[config.mk]
export PLATFORM = sky130hd
export DESIGN_NAME = seq_adder_sub
export DESIGN_NICKNAME = d
export VERILOG_FILES = /design/src/rtl/seq_adder_sub.sv
export SDC_FILE = /design/constraint.sdc
export NUM_CORES = 1
export LEC_CHECK = 0
export CORE_ASPECT_RATIO = 1.2
export CORE_UTILIZATION = 35
export CTS_CLUSTER_DIAMETER = 120
export DETAILED_ROUTE_END_ITERATION = 10
export PLACE_DENSITY_LB_ADDON = 0.08
export SLEW_MARGIN = 20
export SYNTH_ARGS = -nofsm -noshare
export SYNTH_HDL_FRONTEND = slang
export SYNTH_SLANG_ARGS = --single-unit
[constraint.sdc]
create_clock -name clk -period 7.33 [get_ports clk]
set_input_delay 1.0995 -clock clk [delete_from_list [all_inputs] [get_ports clk]]
set_output_delay 1.0995 -clock clk [all_outputs]
set_load 0.1 [all_outputs]
[src/rtl/seq_adder_sub.sv]
// seq_adder_sub: multi-cycle adder/subtractor that processes CHUNK bits per
// clock, LSB slice first, rippling the carry between cycles.
//
// Parameters:
//   WIDTH  operand/result width in bits
//   CHUNK  bits added per cycle (WIDTH must be a multiple of CHUNK)
// Ports:
//   clk    rising-edge clock
//   rst    asynchronous active-high reset
//   start  request a new operation (accepted in IDLE or DONE)
//   A, B   operands
//   Cin    carry-in, add mode only
//   sub    0 = A+B+Cin, 1 = A-B
//   busy   high while slices are being processed
//   done   one-cycle pulse when SUM/Cout/ovf have just been updated
//   SUM    registered result
//   Cout   registered carry out of the MSB (subtract: 1 = no borrow)
//   ovf    registered two's-complement overflow
module seq_adder_sub #(
    parameter int WIDTH = 8,
    parameter int CHUNK = 2
) (
    input  logic             clk,
    input  logic             rst,
    input  logic             start,
    input  logic [WIDTH-1:0] A,
    input  logic [WIDTH-1:0] B,
    input  logic             Cin,
    input  logic             sub,
    output logic             busy,
    output logic             done,
    output logic [WIDTH-1:0] SUM,
    output logic             Cout,
    output logic             ovf
);

    localparam int N  = WIDTH / CHUNK;
    localparam int CW = (N > 1) ? $clog2(N) : 1;

    if (WIDTH % CHUNK != 0) begin : g_bad_chunk
        $error("seq_adder_sub: WIDTH must be a multiple of CHUNK");
    end

    typedef enum logic [1:0] {
        IDLE,
        RUN,
        DONE
    } state_t;

    state_t state, state_next;

    logic [CW-1:0]    cnt;
    logic             carry;
    logic [WIDTH-1:0] a_reg;
    logic [WIDTH-1:0] b_reg;     // effective second operand (B or ~B)
    logic [WIDTH-1:0] acc;       // slices of the result produced so far
    logic [WIDTH-1:0] acc_next;
    logic [CHUNK-1:0] a_slice;
    logic [CHUNK-1:0] b_slice;
    logic [CHUNK:0]   slice_sum;
    logic             last;
    logic             accept;

    assign accept = start && (state == IDLE || state == DONE);
    assign last   = (cnt == CW'(N - 1));
    assign busy   = (state == RUN);
    assign done   = (state == DONE);

    // Slice selection and merge use constant part-selects inside a loop so
    // every index stays in range for any legal WIDTH/CHUNK pair.
    always_comb begin
        a_slice = '0;
        b_slice = '0;
        for (int unsigned i = 0; i < N; i++) begin
            if (cnt == CW'(i)) begin
                a_slice = a_reg[i*CHUNK +: CHUNK];
                b_slice = b_reg[i*CHUNK +: CHUNK];
            end
        end
        slice_sum = {1'b0, a_slice} + {1'b0, b_slice} + {{CHUNK{1'b0}}, carry};
        acc_next  = acc;
        for (int unsigned i = 0; i < N; i++) begin
            if (cnt == CW'(i)) begin
                acc_next[i*CHUNK +: CHUNK] = slice_sum[CHUNK-1:0];
            end
        end
    end

    always_ff @(posedge clk or posedge rst) begin
        if (rst) begin
            state <= IDLE;
        end else begin
            state <= state_next;
        end
    end

    always_comb begin
        state_next = state;
        case (state)
            IDLE:    if (start) state_next = RUN;
            RUN:     if (last)  state_next = DONE;
            DONE:    state_next = start ? RUN : IDLE;
            default: state_next = IDLE;
        endcase
    end

    always_ff @(posedge clk or posedge rst) begin
        if (rst) begin
            cnt   <= '0;
            carry <= 1'b0;
            a_reg <= '0;
            b_reg <= '0;
            acc   <= '0;
            SUM   <= '0;
            Cout  <= 1'b0;
            ovf   <= 1'b0;
        end else if (accept) begin
            cnt   <= '0;
            acc   <= '0;
            a_reg <= A;
            b_reg <= sub ? ~B : B;
            carry <= sub ? 1'b1 : Cin;
        end else if (state == RUN) begin
            cnt   <= cnt + 1'b1;
            carry <= slice_sum[CHUNK];
            acc   <= acc_next;
            if (last) begin
                SUM  <= acc_next;
                Cout <= slice_sum[CHUNK];
                ovf  <= (a_reg[WIDTH-1] == b_reg[WIDTH-1]) &&
                        (acc_next[WIDTH-1] != a_reg[WIDTH-1]);
            end
        end
    end

endmodule
==> results of run 1 <==
## critical path: stages, from the launching register on
cell	delay [ns]
sky130_fd_sc_hd__dfrtp_1	0.38
sky130_fd_sc_hd__nand2b_1	0.34
sky130_fd_sc_hd__clkinv_4	0.17
sky130_fd_sc_hd__clkdlybuf4s50_1	1.14
## worst max-delay path by stage
stage / startpoint / end
floorplan: cnt[0] / ovf
global placement: start / acc[5]
detailed placement: start / acc[5]
CTS: state[1] / busy
global route: state[0] / busy
finish: state[1] / busy
## area by class of cell
type	count	area [um2]	area share, %
timing repair buffer	33	328	14.5
clock inverter	1	30.0	1.32
multi-input combinational	125	783	34.5
clock buffer	7	86.3	3.81
sequential	37	926	40.8
tap	60	75.1	3.31
inverter	9	38.8	1.71
## per-stage QoR
step / utilization [%] / setup slack [ns] / hold slack [ns] / instance area [um2]
3_3_place_gp: 43.2 / 4.24 / 0.462 / 2150
6_report: 45.6 / 3.91 / 0.476 / 2270
2_1_floorplan: - / 4.59 / 0.446 / 1810
3_5_place_dp: 43.2 / 4.14 / 0.466 / 2150
5_1_grt: 45.6 / 3.84 / 0.511 / 2270
4_1_cts: 45.5 / 3.91 / 0.485 / 2260
## synthesized netlist by cell type
cell type and instances:
sky130_fd_sc_hd__nand2b_1 2, sky130_fd_sc_hd__a22oi_1 2, sky130_fd_sc_hd__ha_1 4, sky130_fd_sc_hd__buf_2 8, sky130_fd_sc_hd__a32o_1 3, sky130_fd_sc_hd__inv_2 1
sky130_fd_sc_hd__xnor2_1 7, sky130_fd_sc_hd__clkbuf_2 1, sky130_fd_sc_hd__fa_1 2, sky130_fd_sc_hd__a221o_1 3, sky130_fd_sc_hd__nand2_1 48, sky130_fd_sc_hd__mux2i_1 6
sky130_fd_sc_hd__o21ai_0 14, sky130_fd_sc_hd__nor2b_1 3, sky130_fd_sc_hd__o31ai_2 2, sky130_fd_sc_hd__clkinv_4 1, sky130_fd_sc_hd__a221oi_1 2, sky130_fd_sc_hd__and2b_1 1
sky130_fd_sc_hd__nor2_1 5, sky130_fd_sc_hd__dfrtp_1 37, sky130_fd_sc_hd__nand3b_2 1, sky130_fd_sc_hd__a21oi_1 4, sky130_fd_sc_hd__nor2b_4 1, sky130_fd_sc_hd__clkbuf_4 1
sky130_fd_sc_hd__xor2_1 1, sky130_fd_sc_hd__a22o_1 4, sky130_fd_sc_hd__clkbuf_1 1, sky130_fd_sc_hd__buf_6 1, sky130_fd_sc_hd__o21ai_1 7, sky130_fd_sc_hd__inv_1 7
sky130_fd_sc_hd__nor2_2 1, sky130_fd_sc_hd__nand3_1 1, sky130_fd_sc_hd__and3b_1 1
## per-layer routing
layer	vias to the layer above	GRT usage [%]	share of wire, %	wire [um]
met5	-	0	0	0
met4	0	7.45	2.0	76
met3	8	4.49	3.8	145
met2	27	28.3	51	1910
met1	626	17.6	43	1640
li1	668	-	-	-
## cell families (layout without fill, tap and decap cells)
group | count (synthesis) | after routing | synth area share (%)
multiplexers | 6 | 6 | 3.31
AND/OR/NAND/NOR | 64 | 64 | 15.6
XOR/XNOR | 8 | 8 | 3.86
AO/OA/AOI/OAI | 41 | 41 | 15.3
flip-flops | 37 | 37 | 51.1
buffers and inverters | 21 | 50 | 5.87
adder cells (fa/ha/maj) | 6 | 6 | 4.97
==> results.txt, run 1 <==
- The flow ran to the end, and the final reports show no timing, DRC or antenna violations.
- At the pin with the least slew margin, the transition time is about 0.96 ns.
- In this run the tightest slew margin relative to its limit is between 30 and 40%.
* Setup TNS: 0 ns
- The wire-length estimate of the detail-placed layout is ~2700 um.
- Die area: around 5500 um2
- Relative to the synthesized area, the layout overhead comes to 25.1%.
- Clock transition at the registers of the reported paths: roughly 0.07 ns
- Cell row count: 28
* Total Wirelength: approximately 3800 um
- STA puts the critical path data required time at slightly above 6 ns.
- The finished layout holds between 200 and 300 standard cells, fillers aside.
- Post-cts hold buffer count: 0
- The worst path in the final design needs a cycle of 3.42 ns, including I/O delays and setup.
- The count of buffers added on input and output ports is 32.
* Area share of the leading cell type in the synthesized netlist: 51.1%
* Synth Register Bits: 37
* Critical path peak fanout: 8
* RSZ-0062 raised after global routing: false
- The clock tree synthesis step divided the H-tree into 2 levels.
- The min-delay analysis places its worst path in the category flip-flop to flip-flop.
- In this run the horizontal extent of the chip is ~68 um.
- Number of placed instances, taps included: 264
- Combined global-route utilization of all metal layers: 16.1%
- In this run the mean area of a mapped cell was roughly 10 um2.
* Antenna violations before repair: 0
* Startpoint of the worst hold path: SUM[7]
* Count of yosys warnings during synthesis: 0
- Fmax achieved: approximately 0.29 GHz
- Die extent in y: 80.8 um
- TritonCTS built the clock tree.
- Overflow left after global routing: 0
- Starting utilization of the core area: around 36%
- Number of nets at the end of the flow: 238
- In the final layout, the share of cells above drive strength 1 is roughly 7.5%.
* Router iterations before antenna repair: 4
- Num Clock Sinks: 37
* Endpoint of the worst hold path: SUM[7]
- Final GP Congestion: slightly above 0.7
- In this run, the number of DRC markers left after iteration 0 of detailed routing was 47.
* Area contributors post-synth: sky130_fd_sc_hd__dfrtp_1 51%, sky130_fd_sc_hd__nand2_1 9.9%, sky130_fd_sc_hd__o21ai_0 3.9%, sky130_fd_sc_hd__xnor2_1 3.4%, sky130_fd_sc_hd__mux2i_1 3.3%
- Post-synthesis cell area: about 1800 um2
* Number of distinct library cells after synthesis: 33
- Portion of the post-synthesis area used by sequential elements: 51.1%
- Routed wirelength normalized by instance count: 13.9 um
* Most frequent cells in the layout: 48 x sky130_fd_sc_hd__nand2_1, 37 x sky130_fd_sc_hd__dfrtp_1, 32 x sky130_fd_sc_hd__clkdlybuf4s50_1
- Max_cap viols: 0
* Count of instances resized after the clock tree is built: 0
- The core region is about 5000 um2.
- The worst register-to-register path begins at cnt[1].
- Entering global routing, the biggest net connects 38 pins.
- Clk buf depth: 2
- Dividing the detail-routed via count by the number of cells gives ~5.
* DRC errors left: 0
- Number of fillers in the final layout: approximately 490
- Setup slack on the worst reg-to-reg path comes out at between 4 and 5 ns.
* I/O pin count: 33
* Clock root buffer: sky130_fd_sc_hd__clkbuf_8
* First-pass GRT wire length: roughly 6300 um
* Worst Path Class, Setup: flip-flop to output port
- For the worst flop-to-flop path, the logic depth is 11.
- Antenna Nets Post-Route: 0
- Leaving out fill and tap cells, the most frequent cell in the layout is sky130_fd_sc_hd__nand2_1.
- Worst-skew pair later-pin latency: between 0.2 and 0.3 ns
- Buffers added to address setup during post-CTS repair amount to 0.
- Summed over all instances, the cell type with the most area after synthesis is sky130_fd_sc_hd__dfrtp_1.
- Summing over every cut layer, the via total after detailed routing is between 1k and 1.5k.
- Max-slew violation count: 0
- In this run the critical register-to-register path is captured at ovf.
- Crit path capture type: output port
- Antenna diode count: 0
- Synthesized instance count: 183
- After layout, the worst path uses approximately 47% of the clock period.
* Number of stages on the worst hold path: 2
* Final hold vios: 0
- Type of origin of the critical path: flip-flop
- Counting every net in the synthesized netlist gives 210.
* Count of final setup violators: 0
- Worst Path Arrival: 2.32 ns
- The clock arrives with around 0.0065 ns of skew.
* Via count of the first global-routing pass: ~1.4k
- Total clock buffers created by CTS: 5
Power of run 1 is left out: the tool's default activity adds up to more than one toggle a clock period on the data nets, which glitch-free logic cannot reach.
==> inputs of run 2 (changes only) <==
Clock period 7.33 ns to 3.3 ns, I/O delays scaled along.
==> results.txt, run 2 (synthesis results as in run 1) <==
- The flow ran to the end, and the final reports show no timing, DRC or antenna violations.
* Post-DP HPWL: 2700 um (-0.23%)
- The number of post-CTS setup repair buffers is 0 (unchanged).
- Count of final setup violators: 0 (unchanged)
* Worst Path Arrival: 3.15 ns (+0.83 ns)
* Router iterations before antenna repair: 4 (unchanged)
- The later-pin clock latency in the skew report came to 0.28 ns (about the same).
- The number of global-route vias before repair came to 1330 (-2.6%).
- Number of nets at the end of the flow: 239 (+0.42%)
* Clk buf depth: 2 (unchanged)
* Area growth from synthesis to final layout: 23.4%
- The most critical setup path has its startpoint at cnt[1].
- The routability-driven placement congestion ratio came to 0.822 (+14%).
- The clock transition at the register clock pins on the worst setup and hold paths after CTS was 0.07 ns (about the same).
- Dividing the final minimum period by the clock period gives between 90% and 100%.
- Total number of H-tree levels: 2 (unchanged)
* Final hold vios: 0 (unchanged)
- The cell area after placement is 2150 um2 (+0.12%).
* Vias after detailed routing: 1325 (-0.30%)
- Max_cap viols: 0 (unchanged)
- Num Clock Sinks: 37 (unchanged)
* Overflow left after global routing: 0 (unchanged)
- The die span in x came to 67.7 um (unchanged).
* I/O pin count: 33 (unchanged)
- Setup skew after layout: 0.00287 ns (-0.00358 ns)
- Required time worst endpoint: 3.46 ns (-2.77 ns)
* Total Wirelength: 3630 um (-3.9%)
- Shortest period the worst path allows: 2.99 ns
- Combined global-route utilization of all metal layers: 15.6% (-0.56 points)
- Die extent in y: 80.8 um (unchanged)
* Die area: 5470 um2 (unchanged)
- The number of buffers created by CTS came to 5 (unchanged).
* Rel. slew slack: 35.5% (-0.042 points)
- The area of the core was 4970 um2 (unchanged).
- The DRC marker count from the first detailed-route iteration was 49 (+4.3%).
- The routed via count divided by cell count was 4.87 (-0.30%).
- Timing would allow up to 0.335 GHz.
- Final Cell Area: 2240 um2 (-1.3%)
- The worst setup path is launched from a flip-flop.
- The layout filler cell count came to 490 (+0.82%).
- Most common library cell in the layout ignoring fill and taps: sky130_fd_sc_hd__nand2_1
* Count of instances resized after the clock tree is built: 0 (unchanged)
- RSZ-0062 raised after global routing: false
- The peak fanout along the critical path was 11 (+3).
* Max-slew violation count: 0 (unchanged)
* Antenna violations before repair: 0 (unchanged)
- The combined flip-flop and latch cell area was 926 um2 (unchanged).
* Starting utilization of the core area: 36.4% (unchanged)
- The worst setup path is captured at a flip-flop.
- The post-cts hold buffer count came to 0 (unchanged).
- Worst Path Class, Setup: flip-flop to flip-flop
- The setup TNS was 0 ns (unchanged).
- In this run the worst hold path is classified as flip-flop to flip-flop.
- End-of-flow core utilization: 45.0% (-0.60 points)
- Multi-input combinational cell area: 781 um2 (-0.32%)
- Startpoint of the worst hold path: SUM[4]
- Worst Tran Pin Value: 0.964 ns (+0.000634 ns)
- The number of buffers inserted by port buffering is 32 (unchanged).
- CTS placed an instance of sky130_fd_sc_hd__clkbuf_8 at the clock tree root.
- The maximum number of pins on one net before global-route repair is 38 (unchanged).
- In this run the critical register-to-register path is launched from cnt[1].
- The global-route wire length before repair came to 6280 um (-0.76%).
- The wire length per cell after detailed routing came to 13.3 um (-3.9%).
- TritonCTS built the clock tree.
- Cell row count: 28 (unchanged)
- The residual antenna-violating net count after detailed routing came to 0 (unchanged).
- The antenna cell count came to 0 (unchanged).
- Most frequent cells in the layout: 48 x sky130_fd_sc_hd__nand2_1, 37 x sky130_fd_sc_hd__dfrtp_1, 30 x sky130_fd_sc_hd__clkdlybuf4s50_1
* Layout cell share with drive strength beyond 1: 8.02% (+0.47 points)
- DRC errors left: 0 (unchanged)
==> run 2: cell count changes in the layout (fill, tap and decap cells not counted), sizes merged <==
cell / delta
clkdlybuf4s50: -2
bufinv: -1
buf: +3
==> run 2: per-layer routing <==
metal | up-vias | global-route usage, % | wire, um
met5 | - | 0 | 0
met4 | 0 | 5.32 | 51
met3 | 5 | 3.93 | 143
met2 | 33 | 27.0 | 1840
met1 | 622 | 18.3 | 1600
li1 | 665 | - | -
==> run 2: cell type report <==
cell class | instances | area share [%]
sequential | 37 | 41.4
multi-input combinational | 125 | 34.9
timing repair buffer | 34 | 14.8
clock buffer | 7 | 3.86
tap | 60 | 3.36
inverter | 9 | 1.73
==> run 2: stage by stage <==
step,worst slack (ns),cells,hold slack (ns)
2_1_floorplan,0.562,183,0.446
3_3_place_gp,0.442,265,0.459
3_5_place_dp,0.316,265,0.469
4_1_cts,0.313,272,0.485
5_1_grt,0.100,272,0.506
6_report,0.311,272,0.476
==> run 2: critical path: stages, from the launching register on <==
cell,delay (ns)
sky130_fd_sc_hd__dfrtp_1,0.41
sky130_fd_sc_hd__inv_1,0.09
sky130_fd_sc_hd__ha_1,0.43
sky130_fd_sc_hd__nor2b_4,0.09
sky130_fd_sc_hd__a221o_1,0.30
sky130_fd_sc_hd__a22oi_1,0.21
sky130_fd_sc_hd__fa_1,0.21
sky130_fd_sc_hd__inv_1,0.05
sky130_fd_sc_hd__fa_1,0.67
sky130_fd_sc_hd__and3b_1,0.22
sky130_fd_sc_hd__a21oi_1,0.10
sky130_fd_sc_hd__o21ai_0,0.08
==> run 2: path summary, 6_finish.rpt <==
path                       endpoint  slack, ns  depth (start not counted)
hold reg to reg              SUM[4]       0.48                          2
setup / recovery                ovf       0.31                         11
max in group asynchronous      Cout       2.34                          3
setup reg to reg                ovf       0.31                         11
min in group asynchronous    SUM[5]       0.62                          3
hold / removal               SUM[4]       0.48                          2
Power of run 2 is left out for the same reason.
==> inputs of run 3 (changes only) <==
Settings changed: ABC_CLOCK_PERIOD_IN_PS from default to 3300.
==> results of run 3 <==
Final layout, timing and power as in run 2 (identical DEF).
Power of run 3 is left out for the same reason.
==> RTL edit 1, RTL diff (flow settings as in run 2) <==
Register the inputs `start`, `A`, `B`, `Cin` and `sub` before use, with the module's reset. The logic sees them one clock later.
--- a/src/rtl/seq_adder_sub.sv
+++ b/src/rtl/seq_adder_sub.sv
@@ -37,6 +37,28 @@
     localparam int N  = WIDTH / CHUNK;
     localparam int CW = (N > 1) ? $clog2(N) : 1;
 
+    logic start_q;
+    logic [WIDTH-1:0] A_q;
+    logic [WIDTH-1:0] B_q;
+    logic Cin_q;
+    logic sub_q;
+
+    always_ff @(posedge clk or posedge rst) begin
+        if (rst) begin
+            start_q <= '0;
+            A_q     <= '0;
+            B_q     <= '0;
+            Cin_q   <= '0;
+            sub_q   <= '0;
+        end else begin
+            start_q <= start;
+            A_q     <= A;
+            B_q     <= B;
+            Cin_q   <= Cin;
+            sub_q   <= sub;
+        end
+    end
+
     if (WIDTH % CHUNK != 0) begin : g_bad_chunk
         $error("seq_adder_sub: WIDTH must be a multiple of CHUNK");
     end
@@ -61,7 +83,7 @@
     logic             last;
     logic             accept;
 
-    assign accept = start && (state == IDLE || state == DONE);
+    assign accept = start_q && (state == IDLE || state == DONE);
     assign last   = (cnt == CW'(N - 1));
     assign busy   = (state == RUN);
     assign done   = (state == DONE);
@@ -97,9 +119,9 @@
     always_comb begin
         state_next = state;
         case (state)
-            IDLE:    if (start) state_next = RUN;
+            IDLE:    if (start_q) state_next = RUN;
             RUN:     if (last)  state_next = DONE;
-            DONE:    state_next = start ? RUN : IDLE;
+            DONE:    state_next = start_q ? RUN : IDLE;
             default: state_next = IDLE;
         endcase
     end
@@ -117,9 +139,9 @@
         end else if (accept) begin
             cnt   <= '0;
             acc   <= '0;
-            a_reg <= A;
-            b_reg <= sub ? ~B : B;
-            carry <= sub ? 1'b1 : Cin;
+            a_reg <= A_q;
+            b_reg <= sub_q ? ~B_q : B_q;
+            carry <= sub_q ? 1'b1 : Cin_q;
         end else if (state == RUN) begin
             cnt   <= cnt + 1'b1;
             carry <= slice_sum[CHUNK];
Behaviour: not the same (Yosys sat finds a counterexample within 4 cycles, from zero or initial values and one cycle with rst high).
==> RTL edit 1 against run 2 <==
  * Count of clock-buffer cells in the layout shrank 1
  * Fmax rose by 1.5%
  * Non-clock buffer count rose by 1
  * Sequential cell count increased by 19
  * Setup slack improved by 0.045 ns
  * Final area up 23%
  * Area after synthesis grew 26%
  * Global-route usage down 2.1 points
  * Routed wire length rose by 12%
  * Critical path type unchanged
==> RTL edit 1: results (changes against run 2) <==
- Clock tree synthesis selected as its root buffer the cell sky130_fd_sc_hd__clkbuf_8.
- The path class of the tightest hold or removal check is reg2reg.
- The net count of the mapped netlist is 232 (+10%).
- The relative max-transition margin came to 35.48% (-0.058 points).
- The final HPWL from detailed placement is 2975 um (+10%).
- The CTS H-tree depth is 2 (unchanged).
- The area after detailed placement is 2650 um2 (+23%).
- Sorting the synthesized cells by how often they occur yields 56 x sky130_fd_sc_hd__dfrtp_1, 49 x sky130_fd_sc_hd__nand2_1, 14 x sky130_fd_sc_hd__o21ai_0.
- The overall power consumption is 3.042 mW.
- The overall overflow remaining after global route is 0 (unchanged).
- The global placer's final weighted congestion is 0.7117 (-13%).
- The xor and xnor area share after synthesis is 3.063% (-0.80 points).
- The number of different library cells in the post-synthesis netlist is 31 (-6.1%).
- The data arrival time of the critical path is 3.13 ns (-0.02 ns).
- The cell count after synthesis was 205 (+12%).
- The number of placed instances with taps included is 309 (+17%).
- The fraction of synthesized area in multiplexers is 2.626% (-0.69 points).
- The number of standard cells in the layout, taps in and fillers out is 317 (+17%).
- The global routing usage on met2 is 21.98% (-5.1 points).
- The area share of fa/ha/maj cells after synthesis is 3.939% (-1.0 points).
- The met1 track demand over resource came to 17.03% (-1.3 points).
- The number of detailed-route iterations in the first pass came to 4 (unchanged).
- By area the synthesized netlist is led by sky130_fd_sc_hd__dfrtp_1 61%, sky130_fd_sc_hd__nand2_1 8.0%, sky130_fd_sc_hd__o21ai_0 3.1%.
- The highest net fanout along the worst path was 12 (+1).
- The sum of routed wire length over all layers is 4056 um (+12%).
- The cell type of the slowest stage on the worst timing path is sky130_fd_sc_hd__fa_1.
- The pre-CTS setup slack was 0.3008 ns (-0.01527 ns).
- The clock transition at the register clock pins on the worst setup and hold paths after CTS is 0.10 ns (+0.03 ns).
- The share of synthesized flip-flops with an asynchronous set or reset is 100.0% (unchanged).
- The cell family contributing the most delay on the critical path is adder cells.
- For this run, the leading register cell type out of synthesis is sky130_fd_sc_hd__dfrtp_1.
- The pin count of the biggest net entering global routing is 28 (-26%).
- The least setup slack across all paths after layout is 0.3558 ns (+0.04494 ns).
- The run finished with clean final reports.
- The worst hold slack was 0.4445 ns (-0.03121 ns).
- The Yosys warning count came to 0 (unchanged).
- The number of buffers added for setup after CTS is 0 (unchanged).
- The post-route clock skew is 0.01319 ns (+0.01031 ns).
- The fraction of the mapped netlist area in compound gates is 11.71% (-3.6 points).
- The via count is 1428 (+7.8%).
- The count of routing violations after the opening detailed-route iteration came to 34 (-31%).
- The clock buffer count from CTS was 5 (unchanged).
- The met3 layer usage reported by global route is 3.125% (-0.81 points).
- The clock latency of the later-clocked register in the worst-skew pair was 0.31 ns (+0.03 ns).
- The portion of the post-synthesis area used by sequential elements was 61.27% (+10 points).
- The net count of the finished layout came to 261 (+9.2%).
- The maximum count of clock buffers along a single path was 2 (unchanged).
- The total global routing track utilization is 13.44% (-2.1 points).
- The share of cells above drive strength 1 was 7.234% (-0.78 points).
- The wire length of the first global-routing pass came to 6934 um (+10%).
==> RTL edit 1: layout make-up <==
type / count / area (um2)
clock buffers: 6 / 72.57
well taps: 82 / 102.6
inverters: 9 / 38.79
clock inverters: 2 / 35.03
repair buffers: 35 / 337.8
multi-input cells: 127 / 769.5
flip-flops and latches: 56 / 1401
fillers: 562 / 3410
==> RTL edit 1: path summary, 6_finish.rpt <==
| check | end | from | depth (start not counted) |
|---|---|---|---|
| min | a_reg[1]$_DFFE_PP0P_ | A_q[1]$_DFF_PP0_ | 2 |
| max in group asynchronous | b_reg[2]$_DFFE_PP0P_ | rst | 3 |
| min in group asynchronous | SUM[2]$_DFFE_PP0P_ | rst | 2 |
| min reg2reg | a_reg[1]$_DFFE_PP0P_ | A_q[1]$_DFF_PP0_ | 2 |
| max reg2reg | ovf$_DFFE_PP0P_ | cnt[1]$_DFFE_PP0P_ | 11 |
| max | ovf$_DFFE_PP0P_ | cnt[1]$_DFFE_PP0P_ | 11 |
==> RTL edit 1: worst reg2reg max path, stage by stage (launching register included) <==
cell and delay, ns:
sky130_fd_sc_hd__dfrtp_1 0.42, sky130_fd_sc_hd__inv_1 0.09, sky130_fd_sc_hd__ha_1 0.42, sky130_fd_sc_hd__nor2b_4 0.08, sky130_fd_sc_hd__a221o_1 0.30, sky130_fd_sc_hd__a22oi_1 0.21
sky130_fd_sc_hd__fa_1 0.21, sky130_fd_sc_hd__inv_1 0.05, sky130_fd_sc_hd__fa_1 0.66, sky130_fd_sc_hd__and3b_1 0.22, sky130_fd_sc_hd__a21oi_1 0.11, sky130_fd_sc_hd__o21ai_1 0.07
==> RTL edit 1: metal layers <==
metal / wire length, um / vias to the layer above
met5: 0 / -
met4: 65 / 0
met3: 128 / 6
met2: 1992 / 28
met1: 1869 / 660
li1: - / 734
==> RTL edit 2, RTL diff (flow settings as in run 2) <==
Made on the original files. Set the parameter `CHUNK` to 1 (it was 2).
--- a/src/rtl/seq_adder_sub.sv
+++ b/src/rtl/seq_adder_sub.sv
@@ -18,7 +18,7 @@
 //   ovf    registered two's-complement overflow
 module seq_adder_sub #(
     parameter int WIDTH = 8,
-    parameter int CHUNK = 2
+    parameter int CHUNK = 1
 ) (
     input  logic             clk,
     input  logic             rst,
Formal check against the unedited RTL: not equivalent (Yosys sat finds a counterexample within 10 cycles, from zero or initial values and one cycle with rst high).
==> RTL edit 2 against run 2 <==
  * The flow now finishes with violations (DRC)
  * Clock skew grew 0.00057 ns
  * Final area grew 8.7%
  * Routed wire length grew 16%
  * Core utilization is essentially flat
  * Area after synthesis grew 11%
  * Setup slack gained 0.063 ns
  * Hold slack gained 0.0072 ns
  * Sequential share of layout area shrank 0.21 points
  * Sequential cell count grew 3
  * Highest routed layer unchanged
Power is not shown: default switching activity piles up to over one toggle a cycle in this logic, so the estimate is an artifact.
==> RTL edit 2: results (changes against run 2) <==
- The run finished, with violations left.
- The checks that failed: DRC.
- The final HPWL from detailed placement came to 2949 um (+9.3%).
- The remaining routing DRC violations is 4 (+4).
- The portion of the post-synthesis area used by sequential elements came to 49.60% (-1.5 points).
- The depth of the most critical reg-to-reg path is 10 (-1).
- The cell count after synthesis is 197 (+7.7%).
- The number of different library cells in the post-synthesis netlist is 36 (+9.1%).
- The total global routing track utilization is 15.18% (-0.39 points).
- The wire length of the first global-routing pass is 7031 um (+12%).
- The pre-CTS setup slack came to 0.4137 ns (+0.09758 ns).
- The path with the worst hold slack has its endpoint at SUM[3]$_DFFE_PP0P_.
- The number of global-route vias before repair came to 1405 (+5.6%).
- The number of detailed-route iterations in the first pass came to 7 (+3).
- The count of routing violations after the opening detailed-route iteration was 89 (+82%).
- The data arrival time of the critical path is 3.14 ns (about the same).
- The share of cells above drive strength 1 came to 8.811% (+0.79 points).
- The pin slew with the least headroom to its limit is 0.9711 ns (+0.007111 ns).
- The post-route clock skew is 0.003445 ns (+0.0005713 ns).
- In the synthesized netlist, the cells that appear most often are 40 x sky130_fd_sc_hd__dfrtp_1, 26 x sky130_fd_sc_hd__nand2_1, 26 x sky130_fd_sc_hd__o21ai_1.
- The net count of the finished layout is 257 (+7.5%).
- The routed length per instance is 14.54 um (+9.0%).
- The worst hold slack came to 0.4829 ns (+0.007159 ns).
- In this run the most critical hold path is launched from SUM[3]$_DFFE_PP0P_.
- The global placer's final weighted congestion is 0.8696 (+5.8%).
- The average vias per placed instance is 5.003 (+2.7%).
- The pin count of the biggest net entering global routing is 41 (+7.9%).
- The clock transition at the register clock pins on the worst setup and hold paths after CTS was 0.07 ns (about the same).
- The number of fill cells came to 530 (+8.2%).
- The net count of the mapped netlist is 225 (+7.1%).
- The register-to-register path setup slack came to 0.37 ns (+0.06 ns).
- The highest net fanout along the worst path is 12 (+1).
- The number of placed instances with taps included was 284 (+7.2%).
## RTL edit 2: critical path: stages (launching register included)
cell                       delay [ns]
sky130_fd_sc_hd__dfrtp_1         0.42
sky130_fd_sc_hd__inv_1           0.09
sky130_fd_sc_hd__ha_1            0.40
sky130_fd_sc_hd__nor2b_1         0.11
sky130_fd_sc_hd__a221oi_2        0.26
sky130_fd_sc_hd__o22ai_1         0.14
sky130_fd_sc_hd__a221o_1         0.35
sky130_fd_sc_hd__fa_1            0.50
sky130_fd_sc_hd__mux2i_1         0.10
sky130_fd_sc_hd__or3_1           0.32
sky130_fd_sc_hd__a31oi_1         0.16
## RTL edit 2: how the worst max path moves through the flow
stage                                  start                  to  slack [ns]
after floorplan           cnt[0]$_DFFE_PP0P_  acc[2]$_DFFE_PP0P_        0.71
after global placement    cnt[1]$_DFFE_PP0P_     ovf$_DFFE_PP0P_        0.51
after detailed placement  cnt[1]$_DFFE_PP0P_     ovf$_DFFE_PP0P_        0.41
after CTS                 cnt[1]$_DFFE_PP0P_     ovf$_DFFE_PP0P_        0.39
after global routing      cnt[1]$_DFFE_PP0P_     ovf$_DFFE_PP0P_        0.18
final                     cnt[1]$_DFFE_PP0P_     ovf$_DFFE_PP0P_        0.37
## RTL edit 2: area by class of cell
type | instances | area share (%)
tap | 62 | 3.191
clock buffer | 5 | 2.831
timing repair buffer | 36 | 14.20
inverter | 9 | 1.390
multi-input combinational | 137 | 37.21
sequential | 40 | 41.17
## RTL edit 2: logic make-up (layout without fill, tap and decap cells)
kind of cell | count (synthesis) | after routing | synth area share (%)
AO/OA/AOI/OAI | 49 | 49 | 14.26
flip-flops | 40 | 40 | 49.60
buffers and inverters | 20 | 50 | 5.579
AND/OR/NAND/NOR | 55 | 55 | 12.83
multiplexers | 18 | 18 | 9.548
XOR/XNOR | 8 | 8 | 3.472
adder cells (fa/ha/maj) | 7 | 7 | 4.712
## RTL edit 2: layer usage
metal,up-vias,wire length (um),track usage [%]
met5,-,0,0
met4,0,41,4.909
met3,6,171,3.919
met2,44,2073,25.19
met1,670,1914,19.25
li1,726,-,-
## RTL edit 2: per-stage QoR
| step | area (um2) | util (%) |
|---|---|---|
| floorplan | 2018 | - |
| global placement | 2362 | 43.69 |
| detailed placement | 2362 | 43.69 |
| CTS | 2431 | 44.97 |
| global route | 2431 | 44.97 |
| finish | 2431 | 44.97 |
